## src/rtl/uart_sample_framer.sv

```systemverilog
// uart_sample_framer
//   Captures all four calibrated ADC channels on one sample_clk rising edge
//   (optionally decimated) and streams them to uart_tx as a 15-byte frame:
//     SYNC0, SYNC1, then per channel n: {"0"+n, hi, lo}, then an XOR checksum
//     of the twelve channel bytes.
// Ports
//   clk         in   system clock
//   rst_n       in   synchronous reset, active low
//   sample_clk  in   codec sample strobe, synchronous to clk
//   sample_in0..3 in 16-bit signed samples, channels 0..3
//   tx_busy     in   uart_tx busy flag
//   tx_start    out  one-cycle start pulse to uart_tx
//   tx_data     out  byte to transmit, held between pulses
//   frame_sent  out  one-cycle pulse once the last byte has been accepted
//   overrun     out  one-cycle pulse when a trigger is dropped (framer busy)
module uart_sample_framer #(
  parameter int unsigned DECIMATE = 1,
  parameter logic [7:0]  SYNC0    = 8'h43,
  parameter logic [7:0]  SYNC1    = 8'h48
) (
  input  logic        clk,
  input  logic        rst_n,
  input  logic        sample_clk,
  input  logic [15:0] sample_in0,
  input  logic [15:0] sample_in1,
  input  logic [15:0] sample_in2,
  input  logic [15:0] sample_in3,
  input  logic        tx_busy,
  output logic        tx_start,
  output logic [7:0]  tx_data,
  output logic        frame_sent,
  output logic        overrun
);

  localparam int unsigned DW       = (DECIMATE > 1) ? $clog2(DECIMATE) : 1;
  localparam int unsigned IDX_W    = 4;
  localparam int unsigned SAMPLE_W = 16;

  typedef enum logic [1:0] {IDLE, SEND, WAIT_HI, WAIT_LO} state_t;

  state_t              state_q, state_d;
  logic [IDX_W-1:0]    byte_idx_q, byte_idx_d;
  logic [DW-1:0]       decim_cnt_q, decim_cnt_d;
  logic [7:0]          checksum_q, checksum_d;
  logic                sc_d_q;
  logic [SAMPLE_W-1:0] snap_q [4];
  logic [SAMPLE_W-1:0] snap_d [4];
  logic                tx_start_q, tx_start_d;
  logic [7:0]          tx_data_q, tx_data_d;
  logic                frame_sent_q, frame_sent_d;
  logic                overrun_q, overrun_d;

  logic                sc_rise;
  logic                trigger;
  logic [7:0]          cur_byte;

  assign sc_rise = sample_clk & ~sc_d_q;

  // Decimation: fire once every DECIMATE rising edges of sample_clk.
  always_comb begin
    decim_cnt_d = decim_cnt_q;
    trigger     = 1'b0;
    if (sc_rise) begin
      if (decim_cnt_q == DW'(DECIMATE - 1)) begin
        decim_cnt_d = '0;
        trigger     = 1'b1;
      end else begin
        decim_cnt_d = decim_cnt_q + DW'(1);
      end
    end
  end

  // Frame byte selected by byte_idx.
  always_comb begin
    cur_byte = 8'h00;
    case (byte_idx_q)
      4'd0:    cur_byte = SYNC0;
      4'd1:    cur_byte = SYNC1;
      4'd2:    cur_byte = 8'h30;
      4'd3:    cur_byte = snap_q[0][15:8];
      4'd4:    cur_byte = snap_q[0][7:0];
      4'd5:    cur_byte = 8'h31;
      4'd6:    cur_byte = snap_q[1][15:8];
      4'd7:    cur_byte = snap_q[1][7:0];
      4'd8:    cur_byte = 8'h32;
      4'd9:    cur_byte = snap_q[2][15:8];
      4'd10:   cur_byte = snap_q[2][7:0];
      4'd11:   cur_byte = 8'h33;
      4'd12:   cur_byte = snap_q[3][15:8];
      4'd13:   cur_byte = snap_q[3][7:0];
      4'd14:   cur_byte = checksum_q;
      default: cur_byte = 8'h00;
    endcase
  end

  // Next-state and output logic.
  always_comb begin
    state_d      = state_q;
    byte_idx_d   = byte_idx_q;
    checksum_d   = checksum_q;
    snap_d       = snap_q;
    tx_start_d   = 1'b0;
    tx_data_d    = tx_data_q;
    frame_sent_d = 1'b0;
    overrun_d    = 1'b0;

    // Any trigger outside IDLE (including the final WAIT_LO cycle) is dropped.
    if (trigger && (state_q != IDLE)) begin
      overrun_d = 1'b1;
    end

    case (state_q)
      IDLE: begin
        if (trigger) begin
          snap_d[0] = sample_in0;
          snap_d[1] = sample_in1;
          snap_d[2] = sample_in2;
          snap_d[3] = sample_in3;
          state_d   = SEND;
        end
      end
      SEND: begin
        if (!tx_busy) begin
          tx_start_d = 1'b1;
          tx_data_d  = cur_byte;
          if ((byte_idx_q >= 4'd2) && (byte_idx_q <= 4'd13)) begin
            checksum_d = checksum_q ^ cur_byte;
          end
          state_d = WAIT_HI;
        end
      end
      WAIT_HI: begin
        if (tx_busy) begin
          state_d = WAIT_LO;
        end
      end
      WAIT_LO: begin
        if (!tx_busy) begin
          if (byte_idx_q == 4'd14) begin
            byte_idx_d   = '0;
            checksum_d   = 8'h00;
            frame_sent_d = 1'b1;
            state_d      = IDLE;
          end else begin
            byte_idx_d = byte_idx_q + 4'd1;
            state_d    = SEND;
          end
        end
      end
      default: state_d = IDLE;
    endcase
  end

  // State register; sc_d resets high so a sample_clk already high is no edge.
  always_ff @(posedge clk) begin
    if (!rst_n) begin
      state_q      <= IDLE;
      byte_idx_q   <= '0;
      decim_cnt_q  <= '0;
      checksum_q   <= 8'h00;
      sc_d_q       <= 1'b1;
      snap_q[0]    <= '0;
      snap_q[1]    <= '0;
      snap_q[2]    <= '0;
      snap_q[3]    <= '0;
      tx_start_q   <= 1'b0;
      tx_data_q    <= 8'h00;
      frame_sent_q <= 1'b0;
      overrun_q    <= 1'b0;
    end else begin
      state_q      <= state_d;
      byte_idx_q   <= byte_idx_d;
      decim_cnt_q  <= decim_cnt_d;
      checksum_q   <= checksum_d;
      sc_d_q       <= sample_clk;
      snap_q[0]    <= snap_d[0];
      snap_q[1]    <= snap_d[1];
      snap_q[2]    <= snap_d[2];
      snap_q[3]    <= snap_d[3];
      tx_start_q   <= tx_start_d;
      tx_data_q    <= tx_data_d;
      frame_sent_q <= frame_sent_d;
      overrun_q    <= overrun_d;
    end
  end

  assign tx_start   = tx_start_q;
  assign tx_data    = tx_data_q;
  assign frame_sent = frame_sent_q;
  assign overrun    = overrun_q;

endmodule
```

## config.mk

```make
export PLATFORM = sky130hd
export DESIGN_NAME = uart_sample_framer
export DESIGN_NICKNAME = d
export VERILOG_FILES = /design/src/rtl/uart_sample_framer.sv
export SDC_FILE = /design/constraint.sdc
export NUM_CORES = 1
export LEC_CHECK = 0
export ABC_CLOCK_PERIOD_IN_PS = 1750
export CAP_MARGIN = 20
export CORE_AREA = 2 2 126 128
export DETAILED_ROUTE_END_ITERATION = 10
export DIE_AREA = 0 0 128 130
export DONT_BUFFER_PORTS = 1
export GPL_TIMING_DRIVEN = 0
export PLACE_DENSITY_LB_ADDON = 0.15
export SLEW_MARGIN = 20
export SYNTH_ARGS = -nofsm -noshare
export SYNTH_HDL_FRONTEND = slang
export SYNTH_SLANG_ARGS = --single-unit
export TNS_END_PERCENT = 100
```

## constraint.sdc

```tcl
create_clock -name clk -period 1.75 [get_ports clk]
set_input_delay 0.175 -clock clk [delete_from_list [all_inputs] [get_ports clk]]
set_output_delay 0.175 -clock clk [all_outputs]
set_load 0.05 [all_outputs]
```

==> After elaboration in Yosys (flattened, before gate mapping) <==
Cells that the tools add are included.
{ "totals": {"out_inout_bits": 11, "register_bits": 91, "word_cells": 78} }
{ "op_classes": {"eq_ne": 23, "n_mux": 19, "n_lt_le_gt_ge": 2, "reduce_logical": 13, "bitwise_logic": 6, "add_sub_neg": 2} }
{ "op_table": {"columns": ["operator", "count"], "rows": [
  ["case mux 8 bit (15 select lines)", 1],
  ["2-to-1 mux 8 bit", 4],
  ["equality test 4 bit, second input constant", 7],
  ["equality test 4 x 3 -> 1 bit, second input constant", 4],
  ["case mux 8 bit (2 select lines)", 1],
  ["inequality test 2 bit, second input constant", 6],
  ["equality test 4 x 2 -> 1 bit, second input constant", 2],
  ["2-to-1 mux 2 bit", 4],
  ["case mux 2 bit (4 select lines)", 1],
  ["AND reduction 2 bit", 4],
  ["XOR 8 bit", 1],
  ["2-to-1 mux 1 bit", 7],
  ["AND reduction 5 bit", 1],
  ["adder 4 x 1 -> 4 bit, second input constant", 1],
  ["equality test 2 bit, second input constant", 2],
  ["equality test 4 x 1 -> 1 bit, second input constant", 1],
  ["greater-or-equal comparator 4 x 2 -> 1 bit, second input constant", 1],
  ["less-or-equal comparator 4 bit, second input constant", 1],
  ["logical NOT 4 bit", 1],
  ["2-to-1 mux 4 bit", 1],
  ["NOT 1 bit", 4],
  ["AND reduction 4 bit", 1],
  ["nonzero test 2 bit", 2],
  ["OR reduction 3 bit", 1],
  ["5 further kinds", 6]
]} }

==> Longest topological paths before layout <==
Gate-level depths: netlist of run 1.
{ "logic_depth": {"word_depth": 6, "mapped_depth": 9, "mapped_depth_nobuf": 7} }

==> Least setup slack after synthesis of run 1 <==
No wires, ideal clock.
{ "synth_path": {"kind": "reg-to-reg", "start": "register state_q[1]", "end": "register checksum_q[7]", "n_path_buf": 0, "slack_ns": -0.169, "period_less_slack_ns": 1.919, "stages_incl_launch_ff": 7, "arrival_time_ns": 1.797, "path_cell_list": "dfxtp_1 -> inv_1 -> ha_1 -> or3b_1 -> o21ai_1 -> nor4_1 -> a311o_1"} }
{ "synth_via": {"elab_chain_len": 3, "word_cells_on_any_way": 9, "classes_between": "eq/ne: 6; mux: 1; reduce/logical: 2"} }
{ "synth_rtl": {"columns": ["element", "line", "source"], "rows": [
  ["start, declared", "41", "state_t state_q, state_d;"],
  ["start signal, assigned", "171", "state_q <= state_d;"],
  ["equality test 2 bit or equality test 2 x 1 -> 1 bit (tied branches)", "112", "case (state_q)"],
  ["inequality test 2 bit (no source line) or nonzero test 2 bit (tied branches)", null, null],
  ["AND reduction 5 bit (no source line)", null, null],
  ["end signal, assigned", "174", "checksum_q <= checksum_d;"],
  ["end, declared", "44", "logic [7:0] checksum_q, checksum_d;"]
]} }
Parallel ways exist; a longest one is shown, timed or not.
A chain may end at the register's enable or synchronous reset.

==> Final worst setup path of run 1 <==
{ "layout_path": {"start": "register byte_idx_q[3]", "end": "register checksum_q[1]"} }
{ "layout_via": {"elab_chain_len": 6, "word_cells_on_any_way": 26, "classes_between": "order compare: 2; eq/ne: 16; mux: 4; bitwise: 1; reduce/logical: 3"} }
{ "layout_rtl": {"columns": ["element", "line", "source"], "rows": [
  ["start, declared", "42", "logic [IDX_W-1:0] byte_idx_q, byte_idx_d;"],
  ["start signal, assigned", "172", "byte_idx_q <= byte_idx_d;"],
  ["equality test 4 bit (tied with other cells)", "76, 139", null],
  ["case mux 8 bit (15 select lines)", "76", "case (byte_idx_q)"],
  ["XOR 8 bit", "127", "checksum_d = checksum_q ^ cur_byte;"],
  ["2-to-1 mux 8 bit", "126", "if ((byte_idx_q >= 4'd2) && (byte_idx_q <= 4'd13)) begin"],
  ["2-to-1 mux 8 bit", "123", "if (!tx_busy) begin"],
  ["case mux 8 bit (2 select lines)", "112", null]
]} }
Parallel ways exist; a longest one is shown, timed or not. The select of a mux whose other input is x is not followed.

==> out/qor.csv, run 1 <==
metric;value;unit
Syn Area/Cell;8.25;um2
Clock power frac;42.9;%
Max Cap Violations;0;
placed insts;736;
cell taking the most area after synthesis;dfxtp_1;
hpwl dp;10800;um
Yosys reg bits;90;
Tot GR Track Use;18.4;%
initial antenna violation count;0;
Synth cell types;62;
Clk Latency, worst-skew pair;0.35;ns
GPL Wtd Cong;0.907;
Initial DRT Pass Iterations;5;
most numerous cell in the Yosys netlist;nand2_1;
kind of critical path;reg2reg;
syn_nets;616;
Max Slew Vio Count;0;
failing checks;negative hold slack, negative setup slack;
Comb pwr share;11.6;%
Die Height;130;um
CTS buffer count;9;
H-Tree Depth;3;
post-synth top area share;40.1;%
CTS tree;built;
clock sinks;90;
max frequency;547;MHz
first-pass GRT wire length;23100;um
Int Pwr;0.00379;W
Fin Hold WS;-0.00174;ns
Static Leak;2.43;nW
P_sw;0.00128;W
share of layout cells above drive strength 1;23.6;%
initial core utilization;29.1;%
via density per instance;5.16;
Top FF cell, synth;dfxtp_1;
Syn Std Cell Area;0.00449;mm2
Final Hold Fails;1;
Post-synth EDFFs;0;
PwrDens;768;mW/mm2
period utilization;104;%
largest net degree at the start of global routing;16;
Post-DRT Antenna Nets;0;
Port Buffers;0;
worst-path maximum fanout;8;
fin cells;856;
drt total wl;15300;um
clk root buf;clkbuf_16;
CP Data Required Time;2.04;ns
Synth top cells by count;139 x nand2_1, 90 x dfxtp_1, 65 x a21boi_0;
Rel. slew slack;62.3;%
Sw Share;25.3;%
placed cell areas;0.00477;mm2
core area;0.0154;mm2
YS warnings;0;
Seq pwr share;45.5;%
post-synthesis sequential area ratio;40.1;%
fin nets;731;
DR DRC count;0;
cell area after layout;0.00661;mm2
Final min period;1.83;ns
row count;46;
clk_skew;0.00962;ns
DR iter-0 viols;250;
Max clock buf depth;2;
asr flop ratio synth;0;%
register-to-register setup slack;-0.08;ns
status;complete, but fails checks;
startpoint class of the critical path;register;
Synth-to-Final Area Change;47.2;%
RSZ-0062 raised after global routing;true;
Post-Syn Instances;544;
actual slew at the worst max-slew pin;0.565;ns
CP Capture Type;register;
Synth area leaders;dfxtp_1 40%, nand2_1 12%, a21boi_0 11%, mux2i_1 2.2%, clkbuf_1 2.2%;
final setup vio count;12;
die area;0.0166;mm2
diodes inserted;0;
vias in the first global route;4288;
HP Class;in2reg;
Worst IR Drop VDD;0.000438;V
clock-pin slew on the worst setup and hold paths;0.07;ns
Worst EP arrival;2.11;ns
# IOs;79;
DR vias;4414;
Filler Cell Count;1501;
worst setup margin;-0.0774;ns
die width;128;um
DR WL/cell;17.9;um
Place WS;-0.709;ns
GRT overflow;0;
cell usage in the layout, fill, tap and decap left out, types with 4 or more instances in the layout:
cell type and count:
dfxtp_1 84, o21ai_1 11, clkbuf_2 7, buf_4 33, buf_6 13, a21oi_1 11, buf_12 4, clkbuf_4 4
o211a_1 4, nand3b_1 6, nand3_1 10, nand2_1 138, a21boi_0 65, a21oi_2 5, buf_8 8, nand2b_1 7
clkbuf_16 12, nor3b_1 4, and3b_1 4, nor2_1 12, dfxtp_4 5, inv_1 5, mux2i_1 8, and3_1 6
nand4b_1 4, clkbuf_1 9, dlygate4sd3_1 62, nor2b_1 7, and2_1 4, o21ai_0 11
what timing repair did:
action,in CTS,in global routing
hold endpoints to repair,62,0
resized for setup,105,54
hold buffers,62,0
pin swaps,19,14
gates cloned,2,3
setup endpoints to repair,80,77
buffers inserted,16,22
power by group through the flow:
stage	sequential, W	clock (W)	combinational (W)
2_1_floorplan	0.00232	0	0.000303
3_3_place_gp	0.00235	0	0.000387
3_5_place_dp	0.00236	0	0.000400
4_1_cts	0.00231	0.00223	0.000567
5_1_grt	0.00232	0.00227	0.000656
6_report	0.00231	0.00217	0.000590
flip-flops by register name (all words and copies together), names as in the netlist:
signal / cells
checksum_q: 8
frame_sent: 1
state_q: 2
overrun: 1
tx_start: 1
snap_q: 64
byte_idx_q: 4
sc_d_q: 1
tx_data: 8
path summary, 6_finish.rpt:
kind,start,end,cells past startpoint
max,byte_idx_q[3],checksum_q[1],9
min reg2reg,snap_q[54],snap_q[54],2
max reg2reg,byte_idx_q[3],checksum_q[1],9
min,sample_in0[2],snap_q[50],2
critical path, stage by stage (launching register included):
cell and delay [ns]:
dfxtp_4 0.39, buf_8 0.15, buf_8 0.13, buf_6 0.12
buf_6 0.09, nand4b_1 0.11, o311ai_2 0.10, a21oi_2 0.09
or4_4 0.43, a21oi_2 0.13
layout make-up:
type / instances / area, um2 / share of cell area [%]
multi-input combinational: 404 / 2770 / 41.9
sequential: 90 / 1820 / 27.6
timing repair buffer: 104 / 1030 / 15.6
buffer: 42 / 379 / 5.74
clock buffer: 10 / 250 / 3.79
tap: 192 / 240 / 3.63
clock inverter: 6 / 87.6 / 1.33
inverter: 8 / 32.5 / 0.492
through the flow:
stage / total power (W) / utilization, % / hold WS [ns] / setup TNS (ns)
floorplan: 0.00262 / - / 0.276 / 0
global placement: 0.00274 / 30.9 / 0.280 / -38.47
detailed placement: 0.00276 / 30.9 / 0.282 / -42.11
CTS: 0.00510 / 40.5 / 0.00395 / -0.240
global route: 0.00525 / 42.9 / 0.00164 / -1.19
finish: 0.00507 / 42.9 / -0.00174 / -0.469
cell families after synthesis:
group	synth area share, %
AOI/OAI and AO/OA	23.3
xor gates and xnor gates	0.195
and+or+nand+nor	26.2
adders and majority gates	1.11
buffers and inverters	5.38
muxes	3.73
DFF	40.1
metal layers:
layer / wire (um) / track usage [%] / up-vias / share of wire (%)
met5: 0 / 0 / - / 0
met3: 846 / 4.72 / 31 / 5.5
met1: 6810 / 22.5 / 2104 / 44
met4: 505 / 7.30 / 0 / 3.3
met2: 7160 / 31.0 / 145 / 47
li1: - / - / 2134 / -
Power figures use the tool's default switching activity.
==> run 2, diff against run 1 <==
Settings changed: CORE_AREA 2 2 126 128 to 2 2 102 104, DIE_AREA 0 0 128 130 to 0 0 104 106.
==> out/qor.csv, run 2 (synthesis gave the netlist of run 1 again) <==
metric;value;unit;change
Post-DRT Antenna Nets;0;;unchanged
hpwl dp;9960;um;was 10,800 um
die width;104;um;was 128 um
largest net degree at the start of global routing;15;;was 16
routed wl met2;7170;um;was 7160 um
period utilization;105;%;was 104%
DR iter-0 viols;338;;was 250
Static Leak;2.34;nW;was 2.43 nW
DR DRC count;0;;unchanged
Clock power frac;32.5;%;was 42.9%
share of layout cells above drive strength 1;22.3;%;was 23.6%
P_sw;0.00120;W;was 0.00128 W
Final TNS setup;-0.509;ns;was -0.469 ns
DR vias;4539;;was 4,414
DR WL/cell;18.6;um;was 17.9 um
die area;0.0110;mm2;was 0.0166 mm2
Place WS;-0.712;ns;was -0.709 ns
diodes inserted;0;;unchanged
clock-pin slew on the worst setup and hold paths;0.09;ns;was 0.07 ns
initial antenna violation count;0;;unchanged
CP Data Required Time;2.06;ns;was 2.04 ns
uppermost routed layer;met4;;unchanged
row count;37;;was 46
Tot GR Track Use;25.6;%;was 18.4%
fin nets;730;;was 731
GPL Wtd Cong;0.931;;was 0.907
startpoint class of the critical path;register;;unchanged
commonest non-fill, non-tap cells in the layout;138 x nand2_1, 84 x dfxtp_1, 65 x dlygate4sd3_1;;was 138 x nand2_1, 84 x dfxtp_1, 65 x a21boi_0
first-pass GRT wire length;21900;um;was 23,100 um
max reg flops;64;;unchanged
clk root buf;clkbuf_8;;was clkbuf_16
Max clock buf depth;2;;unchanged
Sw Share;27.7;%;was 25.3%
HP Class;in2reg;;unchanged
CP Capture Type;register;;unchanged
Max Cap Violations;0;;unchanged
vias in the first global route;4236;;was 4,288
actual slew at the worst max-slew pin;0.557;ns;was 0.565 ns
PwrDens;676;mW/mm2;was 768 mW/mm2
RSZ-0062 raised after global routing;true;;unchanged
Final Hold Fails;0;;was 1
core area;0.0100;mm2;was 0.0154 mm2
Die Height;106;um;was 130 um
CTS tree;built;;unchanged
Int Pwr;0.00313;W;was 0.00379 W
Comb pwr share;14.2;%;was 11.6%
largest register by flop count;snap_q;;unchanged
commonest non-fill, non-tap cell in the layout;nand2_1;;unchanged
H-Tree Depth;3;;unchanged
max frequency;542;MHz;was 547 MHz
M1 WL;6310;um;was 6810 um
Filler Cell Count;852;;was 1,501
Port Buffers;0;;unchanged
Rel. slew slack;62.8;%;was 62.3%
drt total wl;14900;um;was 15,300 um
GRT overflow;0;;unchanged
Initial DRT Pass Iterations;5;;unchanged
clk_skew;0.0150;ns;was 0.00962 ns
final setup vio count;9;;was 12
wire length on met3;894;um;was 846 um
Final min period;1.85;ns;was 1.83 ns
CTS buffer count;9;;unchanged
worst-path maximum fanout;6;;was 8
Worst IR Drop VDD;0.000428;V;was 0.000438 V
via density per instance;5.68;;was 5.16
clock sinks;90;;unchanged
Worst EP arrival;2.15;ns;was 2.11 ns
status;complete, but fails checks;;unchanged
# IOs;79;;unchanged
Max Slew Vio Count;0;;unchanged
Clk Latency, worst-skew pair;0.36;ns;was 0.35 ns
failing checks;negative setup slack;;was negative hold slack, negative setup slack
worst setup margin;-0.0955;ns;was -0.0774 ns
initial core utilization;44.9;%;was 29.1%
Synth-to-Final Area Change;42.7;%;was 47.2%
Seq pwr share;53.3;%;was 45.5%
kind of critical path;reg2reg;;unchanged
[run 2: area by class of cell]
class	instances	area (um2)	share of cell area, %
tap	136	170	2.66
inverter	8	32.5	0.508
clock buffer	12	135	2.11
multi-input combinational	404	2750	43.0
timing repair buffer	105	1060	16.5
buffer	40	383	5.98
clock inverter	4	52.6	0.820
sequential	90	1820	28.4
[run 2: timing repair]
item / 4_1_cts / 5_1_grt
setup buffers: 14 / 20
gates resized for setup: 93 / 73
pin swaps: 15 / 27
cloned: 1 / 6
endpoints found under the hold margin: 64 / 1
hold buffers: 64 / 1
setup endpoints to repair: 81 / 76
[run 2: worst max-delay path, cell delays in order, from the launching register on]
cell       delay [ns]
dfxtp_4          0.38
buf_12           0.12
mux2_4           0.30
a32o_2           0.24
a2111oi_4        0.47
o21ai_1          0.13
a21oi_2          0.14
[run 2: path summary, 6_finish.rpt]
check	from	to	slack, ns	cells past startpoint
max	byte_idx_q[2]	checksum_q[3]	-0.1	6
min	tx_busy	frame_sent	0.008	3
max reg2reg	byte_idx_q[2]	checksum_q[3]	-0.1	6
min reg2reg	snap_q[34]	snap_q[34]	0.47	2
[run 2: layer usage]
layer / global-route usage, % / vias to the layer above
li1: - / 2138
met1: 32.0 / 2178
met2: 44.5 / 182
met3: 4.54 / 41
met4: 8.78 / 0
met5: 0 / -
[run 2: power groups by stage]
stage / combinational, W / clock, W / sequential, W
2_1_floorplan: 0.000303 / 0 / 0.00232
3_3_place_gp: 0.000380 / 0 / 0.00235
3_5_place_dp: 0.000392 / 0 / 0.00235
4_1_cts: 0.000560 / 0.00143 / 0.00230
5_1_grt: 0.000675 / 0.00152 / 0.00232
6_report: 0.000615 / 0.00141 / 0.00231
[run 2: stage by stage]
| step | total power, W | hold WS (ns) | area, um2 | std cells | util, % |
|---|---|---|---|---|---|
| finish | 0.00433 | 0.00800 | 6410 | 799 | 64.1 |
| global placement | 0.00273 | 0.280 | 4700 | 680 | 47.0 |
| detailed placement | 0.00274 | 0.283 | 4700 | 680 | 47.0 |
| CTS | 0.00430 | 0.00122 | 5930 | 774 | 59.3 |
| global route | 0.00451 | 0.0205 | 6410 | 799 | 64.1 |
| floorplan | 0.00262 | 0.276 | 4530 | 544 | - |
==> run 3, diff against run 2 <==
Settings changed: CORE_AREA 2 2 102 104 to 2 2 122 88, DIE_AREA 0 0 104 106 to 0 0 124 90.
==> out/qor.csv, run 3 (synthesis gave the netlist of run 1 again) <==
metric;value;unit;change
status;complete, but fails checks;;unchanged
failing checks;negative setup slack;;unchanged
PwrDens;753;mW/mm2;was 676 mW/mm2
startpoint class of the critical path;register;;unchanged
Rel. slew slack;62.0;%;was 62.8%
commonest non-fill, non-tap cell in the layout;nand2_1;;unchanged
clk_skew;0.00575;ns;was 0.0150 ns
RR Endpoint;tx_data[0];;was checksum_q[3]
area of the multi-input gates;0.00272;mm2;was 0.00275 mm2
initial antenna violation count;0;;unchanged
# IOs;79;;unchanged
Synth-to-Final Area Change;39.5;%;was 42.7%
max reg flops;64;;unchanged
DR iter-0 viols;321;;was 338
Max Cap Violations;0;;unchanged
core area;0.0101;mm2;was 0.0100 mm2
clock sinks;90;;unchanged
Place WS;-0.598;ns;was -0.712 ns
via density per instance;5.53;;was 5.68
Final min period;1.81;ns;was 1.85 ns
CTS tree;built;;unchanged
drt total wl;14400;um;was 14,900 um
placed cell areas;0.00469;mm2;was 0.00470 mm2
Final Hold Fails;0;;unchanged
die width;124;um;was 104 um
initial core utilization;44.5;%;was 44.9%
Filler Cell Count;877;;was 852
Clk Latency, worst-skew pair;0.34;ns;was 0.36 ns
Die Height;90;um;was 106 um
fin nets;717;;was 730
actual slew at the worst max-slew pin;0.570;ns;was 0.557 ns
period utilization;103;%;was 105%
Worst IR Drop VDD;0.000586;V;was 0.000428 V
clock-pin slew on the worst setup and hold paths;0.06;ns;was 0.09 ns
first-pass GRT wire length;22300;um;was 21,900 um
DR WL/cell;18.4;um;was 18.6 um
CP Capture Type;register;;unchanged
CTS buffer count;9;;unchanged
worst setup margin;-0.0596;ns;was -0.0955 ns
Port Buffers;0;;unchanged
largest register by flop count;snap_q;;unchanged
startpoint of the worst hold path;sample_in2[12];;was tx_busy
Worst Hold End;snap_q[28];;was frame_sent
Clock power frac;38.7;%;was 32.5%
Initial DRT Pass Iterations;5;;unchanged
r2r startpoint;byte_idx_q[0];;was byte_idx_q[2]
largest net degree at the start of global routing;15;;unchanged
P_sw;0.00123;W;was 0.00120 W
row count;31;;was 37
Max clock buf depth;2;;unchanged
diodes inserted;0;;unchanged
final setup vio count;7;;was 9
DR vias;4316;;was 4,539
Fin Hold WS;0.0174;ns;was 0.00800 ns
Post-DRT Antenna Nets;0;;unchanged
hpwl dp;10200;um;was 9960 um
register-to-register setup slack;-0.06;ns;was -0.1 ns
GPL Wtd Cong;0.925;;was 0.931
worst-path maximum fanout;10;;was 6
Seq pwr share;48.9;%;was 53.3%
die area;0.0112;mm2;was 0.0110 mm2
Static Leak;2.31;nW;was 2.34 nW
GRT overflow;0;;unchanged
kind of critical path;reg2reg;;unchanged
Tot GR Track Use;26.5;%;was 25.6%
max frequency;553;MHz;was 542 MHz
hold path depth;2;;was 3
FF/Latch Area;0.00182;mm2;about the same
RSZ-0062 raised after global routing;true;;unchanged
commonest non-fill, non-tap cells in the layout;138 x nand2_1, 84 x dfxtp_1, 65 x a21boi_0;;was 138 x nand2_1, 84 x dfxtp_1, 65 x dlygate4sd3_1
Max Slew Vio Count;0;;unchanged
Comb pwr share;12.4;%;was 14.2%
CP Data Required Time;1.98;ns;was 2.06 ns
Int Pwr;0.00348;W;was 0.00313 W
Sw Share;26.1;%;was 27.7%
FF-to-FF path depth;7;;was 6
cell area after layout;0.00626;mm2;was 0.00641 mm2
share of layout cells above drive strength 1;20.8;%;was 22.3%
clk root buf;clkbuf_16;;was clkbuf_8
vias in the first global route;4078;;was 4,236
H-Tree Depth;3;;unchanged
HP Class;in2reg;;unchanged
Worst EP arrival;2.04;ns;was 2.15 ns
DR DRC count;0;;unchanged
==> run 3: cell types whose count changed in the layout (fill, tap and decap cells not counted), sizes merged <==
cell,previous run,this run
clkinv,0,4
or2,2,1
clkbuf,35,29
buf,57,52
dlygate4sd3,65,63
bufinv,1,0
clkinvlp,3,0
==> run 3: worst max path at each step <==
| stage | startpoint | to | cells past startpoint |
|---|---|---|---|
| after CTS | byte_idx_q[1] | checksum_q[5] | 8 |
| final | byte_idx_q[0] | tx_data[0] | 7 |
| after floorplan | state_q[1] | checksum_q[7] | 7 |
| after global placement | byte_idx_q[0] | checksum_q[4] | 7 |
| after global routing | byte_idx_q[1] | checksum_q[0] | 9 |
| after detailed placement | byte_idx_q[0] | checksum_q[4] | 7 |
==> run 3: layout make-up <==
class | count | share of cell area [%]
buffer | 41 | 6.11
clock buffer | 11 | 4.03
clock inverter | 4 | 0.439
tap | 132 | 2.64
multi-input combinational | 403 | 43.5
timing repair buffer | 92 | 13.8
inverter | 8 | 0.519
sequential | 90 | 29.0
==> run 3: critical path, cell delays in order, from the launching register on <==
cell,delay [ns]
dfxtp_4,0.39
buf_12,0.14
buf_12,0.14
mux2i_4,0.23
o22ai_2,0.11
a311oi_2,0.31
nand3_1,0.19
o211a_1,0.18
==> run 3: what timing repair did <==
item,in CTS,in global routing
endpoints found under the setup margin,80,76
hold buffers,63,0
gates cloned,1,0
setup buffers,19,9
gates resized for setup,98,46
pin swaps,19,8
endpoints found under the hold margin,63,0
==> run 3: power groups by stage <==
stage / registers, W / logic, W / clock network (W)
floorplan: 0.00232 / 0.000303 / 0
global placement: 0.00235 / 0.000376 / 0
detailed placement: 0.00235 / 0.000392 / 0
CTS: 0.00231 / 0.000551 / 0.00186
global route: 0.00232 / 0.000646 / 0.00194
finish: 0.00231 / 0.000586 / 0.00182
==> run 3: metal layers <==
layer	GRT usage (%)	wire [um]	share of wire, %
met5	0	0	0
met2	38.9	6150	43
met3	7.23	916	6.4
met1	38.4	7150	50
met4	6.55	191	1.3
==> run 3: through the flow <==
stage | std cells | utilization [%] | power (W) | TNS [ns]
after floorplan | 544 | - | 0.00262 | 0
after global placement | 676 | 46.5 | 0.00272 | -29.50
after detailed placement | 676 | 46.5 | 0.00275 | -33.62
after CTS | 772 | 60.0 | 0.00472 | -0.196
after global routing | 781 | 62.1 | 0.00490 | -0.786
final | 781 | 62.1 | 0.00472 | -0.215
